### src/rtl/fir_ctrl_pkg.sv
// Shared types and default widths for the FIR coefficient sequencer.
// The readback verify feature is enabled by defining FIR_READBACK_VERIFY_EN.
package fir_ctrl_pkg;

  typedef enum logic [2:0] {
    IDLE   = 3'd0,
    LOAD   = 3'd1,
    FLUSH  = 3'd2,
    VERIFY = 3'd3,
    RUN    = 3'd4
  } state_t;

  localparam int DEF_NUM_TAPS = 16;
  localparam int DEF_ADDR_W   = 8;
  localparam int DEF_COEF_W   = 12;
  localparam int DEF_DATA_W   = 12;

  // Index width for a table of n entries, never narrower than one bit.
  function automatic int idx_w(input int n);
    return (n > 1) ? $clog2(n) : 1;
  endfunction

endpackage

### src/rtl/fir_seq_counter.sv
// Clearable, enabled up-counter with terminal-count compare, shared by the
// LOAD, FLUSH and VERIFY phases of the sequencer.
module fir_seq_counter #(
  parameter int W = 8
) (
  input  logic         i_clk,
  input  logic         i_rst,
  input  logic         i_clear,
  input  logic         i_en,
  input  logic [W-1:0] i_last,
  output logic [W-1:0] o_count,
  output logic         o_tc
);

  logic [W-1:0] r_count;

  always_ff @(posedge i_clk) begin
    if (i_rst || i_clear) begin
      r_count <= '0;
    end else if (i_en) begin
      r_count <= r_count + 1'b1;
    end
  end

  assign o_count = r_count;
  assign o_tc    = (r_count == i_last);

endmodule

### src/rtl/fir_coeff_sequencer.sv
// Loads a coefficient stream into the FIR tap RAM, flushes the delay line and
// then gates samples into the FIR. Readback verify: FIR_READBACK_VERIFY_EN.
module fir_coeff_sequencer
  import fir_ctrl_pkg::*;
#(
  parameter int NUM_TAPS = DEF_NUM_TAPS,
  parameter int ADDR_W   = DEF_ADDR_W,
  parameter int COEF_W   = DEF_COEF_W,
  parameter int DATA_W   = DEF_DATA_W
) (
  input  logic              Clk,
  input  logic              Reset,
  input  logic              cfg_start,
  input  logic              coef_valid,
  input  logic [COEF_W-1:0] coef_data,
  output logic              coef_ready,
  input  logic              din_valid,
  input  logic [DATA_W-1:0] din,
  output logic [DATA_W-1:0] fir_din,
  output logic [ADDR_W-1:0] fir_write_address,
  output logic [COEF_W-1:0] fir_write_value,
  output logic              fir_load,
  output logic [ADDR_W-1:0] fir_read_address,
  input  logic [COEF_W-1:0] fir_read_value,
  output logic              busy,
  output logic              run,
  output logic              cfg_done,
  output logic              cfg_err
);

  localparam logic [ADDR_W-1:0] LAST_IDX = ADDR_W'(NUM_TAPS - 1);

  state_t            r_state;
  state_t            w_next;
  logic              w_acc;
  logic              w_clear;
  logic              w_en;
  logic              w_tc;
  logic [ADDR_W-1:0] w_count;
  logic [ADDR_W-1:0] w_last;
  logic              w_start_ok;

  logic              r_load;
  logic [ADDR_W-1:0] r_waddr;
  logic [COEF_W-1:0] r_wval;
  logic [DATA_W-1:0] r_din;
  logic              r_done;

  assign w_acc      = coef_valid && (r_state == LOAD);
  assign w_start_ok = cfg_start && ((r_state == IDLE) || (r_state == RUN));

  always_comb begin
    w_next = r_state;
    case (r_state)
      IDLE:   if (cfg_start) w_next = LOAD;
      LOAD:   if (w_acc && w_tc) w_next = FLUSH;
`ifdef FIR_READBACK_VERIFY_EN
      FLUSH:  if (w_tc) w_next = VERIFY;
      VERIFY: if (w_tc) w_next = RUN;
`else
      FLUSH:  if (w_tc) w_next = RUN;
`endif
      RUN:    if (cfg_start) w_next = LOAD;
      default: w_next = IDLE;
    endcase
  end

  // The counter restarts from zero on every state change.
  assign w_clear = (w_next != r_state);

  always_comb begin
    w_en   = 1'b0;
    w_last = LAST_IDX;
    case (r_state)
      LOAD:   w_en = w_acc;
      FLUSH:  w_en = 1'b1;
`ifdef FIR_READBACK_VERIFY_EN
      VERIFY: begin
        w_en   = 1'b1;
        w_last = ADDR_W'(NUM_TAPS);
      end
`endif
      default: w_en = 1'b0;
    endcase
  end

  fir_seq_counter #(
    .W (ADDR_W)
  ) u_cnt (
    .i_clk   (Clk),
    .i_rst   (Reset),
    .i_clear (w_clear),
    .i_en    (w_en),
    .i_last  (w_last),
    .o_count (w_count),
    .o_tc    (w_tc)
  );

  always_ff @(posedge Clk) begin
    if (Reset) begin
      r_state <= IDLE;
    end else begin
      r_state <= w_next;
    end
  end

  always_ff @(posedge Clk) begin
    if (Reset) begin
      r_load  <= 1'b0;
      r_waddr <= '0;
      r_wval  <= '0;
      r_din   <= '0;
      r_done  <= 1'b0;
    end else begin
      r_load <= w_acc;
      if (w_acc) begin
        r_waddr <= w_count;
        r_wval  <= coef_data;
      end
      r_din  <= ((r_state == RUN) && din_valid) ? din : '0;
      r_done <= (w_next == RUN) && (r_state != RUN);
    end
  end

  assign coef_ready        = (r_state == LOAD);
  assign busy              = (r_state != IDLE) && (r_state != RUN);
  assign run               = (r_state == RUN);
  assign cfg_done          = r_done;
  assign fir_load          = r_load;
  assign fir_write_address = r_waddr;
  assign fir_write_value   = r_wval;
  assign fir_din           = r_din;

`ifdef FIR_READBACK_VERIFY_EN
  localparam int IDX_W = idx_w(NUM_TAPS);

  logic [COEF_W-1:0] r_shadow [NUM_TAPS];
  logic              w_rd_ok;
  logic              r_chk;
  logic [IDX_W-1:0]  r_chk_idx;
  logic              r_err;

  assign w_rd_ok          = (r_state == VERIFY) && (w_count <= LAST_IDX);
  assign fir_read_address = w_rd_ok ? w_count : '0;

  always_ff @(posedge Clk) begin
    if (w_acc) begin
      r_shadow[w_count[IDX_W-1:0]] <= coef_data;
    end
  end

  // Read data returns one cycle after the address, so the compare index is delayed to match.
  always_ff @(posedge Clk) begin
    if (Reset) begin
      r_chk     <= 1'b0;
      r_chk_idx <= '0;
      r_err     <= 1'b0;
    end else begin
      r_chk     <= w_rd_ok;
      r_chk_idx <= w_count[IDX_W-1:0];
      if (w_start_ok) begin
        r_err <= 1'b0;
      end else if (r_chk && (fir_read_value != r_shadow[r_chk_idx])) begin
        r_err <= 1'b1;
      end
    end
  end

  assign cfg_err = r_err;
`else
  logic w_unused_rd;

  assign w_unused_rd      = ^{fir_read_value, w_start_ok};
  assign fir_read_address = '0;
  assign cfg_err          = 1'b0;
`endif

endmodule

### config.mk
export PLATFORM = sky130hd
export DESIGN_NAME = fir_coeff_sequencer
export DESIGN_NICKNAME = d
export VERILOG_FILES = /design/src/rtl/fir_ctrl_pkg.sv /design/src/rtl/fir_seq_counter.sv /design/src/rtl/fir_coeff_sequencer.sv
export SDC_FILE = /design/constraint.sdc
export NUM_CORES = 1
export LEC_CHECK = 0
export CORE_UTILIZATION = 35
export CTS_CLUSTER_SIZE = 14
export DETAILED_ROUTE_END_ITERATION = 7
export GPL_ROUTABILITY_DRIVEN = 0
export PLACE_DENSITY = 0.68
export SLEW_MARGIN = 0
export SYNTH_ARGS = -nofsm -noshare
export SYNTH_HDL_FRONTEND = slang
export SYNTH_SLANG_ARGS = --single-unit
### constraint.sdc
create_clock -name Clk -period 1.59 [get_ports Clk]
set_input_delay 0.159 -clock Clk [delete_from_list [all_inputs] [get_ports Clk]]
set_output_delay 0.159 -clock Clk [all_outputs]
set_load 0.01 [all_outputs]
==> impl_metrics.tcl <==
set metrics [dict create \
    grt_util_all_layers_pct 14.5 \
    worstPathArrival_ps 1350 \
    yosys.area.top_type "dfxtp_1" \
    rsz0062_at_grt "no" \
    cpPeakStageDelay_ps 520 \
    numCtsBuffers 5 \
    fin_tns_setup_ps 0 \
    grt_overflow 0 \
    slew_viol_final 0 \
    grt_pass1_vias 1252 \
    grt_pass1_wl_um 5880 \
    setup-violations-final 0 \
    dr_total_vias 1461 \
    async_flop_share_pct 0 \
    holdCritPathClass "in -> reg" \
    die_area_sq_um 5330 \
    routed_wl_um 3660 \
    synthTopCellsByCount "dfxtp_1 (45), nand2_1 (44), a21oi_1 (23), and2_1 (14), nor2_1 (14)" \
    crit_path_cell_trace "nor2_2 > inv_1 > clkdlybuf4s50_1" \
    synth_edf_count 0 \
    diodes 0 \
    yosysTopAreaCellShare_pct 51.1 \
    grt_most_used_layer "met2" \
    cts.path.max_buffers 2 \
    grt_max_degree 26 \
    power.internal_mw 1.78 \
    yosysWarningCount 0 \
    final_nets 309 \
    finClkSkew_ps 6.84 \
    stdcell_area_sq_um 2590 \
    hold_violations 0 \
    drc 0 \
    cp_slowest_cell "clkdlybuf4s50_1" \
    path_buf_inv 2 \
    port_buffers 65 \
    switching_share_pct 21.1 \
    synth_area_leaders "dfxtp_1 (51%), nand2_1 (9.4%), a21oi_1 (6.5%)" \
    cts.sinks 45 \
    die_w_um 73.0 \
    drive_gt1_share_pct 10.1 \
    leakage_nw 0.978 \
    fillers 459 \
    syn_area_sq_um 1760 \
    syn_to_final_growth_pct 46.7 \
    cts_tree "done" \
    yosysUniqueCellTypes 33 \
    outcome "completed" \
    place_hpwl_um 2650 \
    end_kind "primary output" \
    clockPowerShare_pct 39.2 \
    pwr-share-seq_pct 51.2 \
    crit_fanout 9 \
    fin_crit_sh_pct 94.9 \
    powerDensity_nw_per_um2 872 \
    grtUsageMet2_pct 23.5 \
    place_ws_ps 10.7 \
    timing_worst_setup_path_type "reg -> out" \
    drt_first_pass_iters 4 \
    placed_cell_area_sq_um 2460 \
    ir_worst_vdd_v 0.000447 \
    core_area_sq_um 4790 \
    root_buffer "clkbuf_8" \
    synth_cells 197 \
    p_comb_share_pct 9.6 \
    cp.required_ps 1430 \
    rows 25 \
    insertion_delay_ps 290 \
    start_util_pct 36.9 \
    netSwitchingPower_mw 0.477 \
    cap_viol_max_count 0 \
    synth.most_common_cell "dfxtp_1" \
    ys_seq_elements 45 \
    final_util_pct 54.1 \
    final_antenna_net_count 0 \
    crit_family "buffers and inverters" \
    wire_per_inst_um 10.9 \
    met1_usage_pct 17.9 \
    clkTransAtPathRegs_ps 80 \
    fin_crit_ps 1510 \
    grtUsageMet3_pct 4.14 \
    yosys_most_used_dff "dfxtp_1" \
    yosysSeqAreaShare_pct 51.1 \
    cp-start-kind "flop" \
    drt_iter0_markers 24 \
    postSynthAreaPerCell_sq_um 8.96 \
    antenna_found_initial 0 \
    die_h_um 73.0 \
    cts.htree.levels 2 \
    io_pins 87 \
    fin_hold_ws_ps 407 \
    routed_via_density 4.36 \
    clock.fmax_ghz 0.663 \
    setup_ws_ps 81.4 \
]
[metrics by stage]
step / cells / power, mW
6_report: 335 / 2.26
5_1_grt: 335 / 2.34
4_1_cts: 335 / 2.28
3_5_place_dp: 327 / 1.40
3_3_place_gp: 327 / 1.40
2_1_floorplan: 205 / 1.29
[sequential cells by signal (all words and copies together), names as in the netlist]
| signal | cells |
|---|---|
| fir_din | 12 |
| fir_write_value | 12 |
| fir_write_address | 8 |
| u_cnt.o_count | 8 |
| r_state | 3 |
| cfg_done | 1 |
| fir_load | 1 |
[area by class of cell]
class,count,area (sq um),area share [%]
inverter,2,7.51,0.290
clock buffer,7,86.3,3.34
sequential,45,907,35.1
multi-input combinational,137,742,28.7
tap,67,83.8,3.24
clock inverter,1,30.0,1.16
timing repair buffer,76,731,28.2
[layout by cell type, fill, tap and decap left out, types with 2 or more instances in the layout]
master / Yosys / layout
nor2_1: 14 / 13
buf_4: 11 / 11
inv_1: 2 / 2
a21oi_1: 23 / 23
o21ai_0: 2 / 2
and2_1: 14 / 14
xor2_1: 7 / 7
and3_1: 3 / 3
clkdlybuf4s50_1: 0 / 63
o211ai_1: 3 / 3
dfxtp_2: 0 / 2
clkbuf_8: 0 / 6
nand3_1: 2 / 2
dlygate4sd2_1: 0 / 2
conb_1: 1 / 9
nand2_1: 44 / 44
dfxtp_1: 45 / 42
[power by group through the flow]
stage / Sequential (mW) / Clock, mW / Combinational, mW
finish: 1.16 / 0.884 / 0.217
global route: 1.16 / 0.949 / 0.237
CTS: 1.16 / 0.907 / 0.220
detailed placement: 1.18 / 0 / 0.219
global placement: 1.18 / 0 / 0.219
floorplan: 1.19 / 0 / 0.105
[metal layers]
layer | up-vias | part of all wire [%]
met1 | 651 | 45
met4 | 0 | 2.0
met5 | - | 0
met2 | 38 | 49
met3 | 7 | 4.8
li1 | 765 | -
[final timing paths]
check / start / end / slack [ps] / depth (start not counted)
max: r_state[1] / busy / 80 / 3
min: coef_data[5] / fir_write_value[5] / 410 / 3
min reg2reg: fir_write_address[1] / fir_write_address[1] / 450 / 2
max reg2reg: r_state[1] / u_cnt.o_count[1] / 200 / 6
[cell families (layout without fill, tap and decap cells)]
group                    count (synthesis)  after routing  synth area share (%)
AO/OA/AOI/OAI                           33             33                  10.9
AND/OR/NAND/NOR                         87             87                  25.0
flip-flops                              45             45                  51.1
adder cells (fa/ha/maj)                  1              1                 0.709
XOR/XNOR                                 7              7                  3.48
other                                    1              9                 0.213
buffers and inverters                   23             86                  8.72
[repair_timing]
action / in CTS / in global routing
hold buffers: 0 / 0
gates resized for setup: 6 / 1
setup buffers: 0 / 0
setup endpoints to repair: 3 / 1
[tightest hold or removal path: cells and delay by family]
| family | cells | cell delay, ps |
|---|---|---|
| compound gates | 1 | 50 |
| buf+inv | 1 | 400 |
| simple gates | 1 | 60 |
Note: power is estimated with default switching activity, not from simulation.
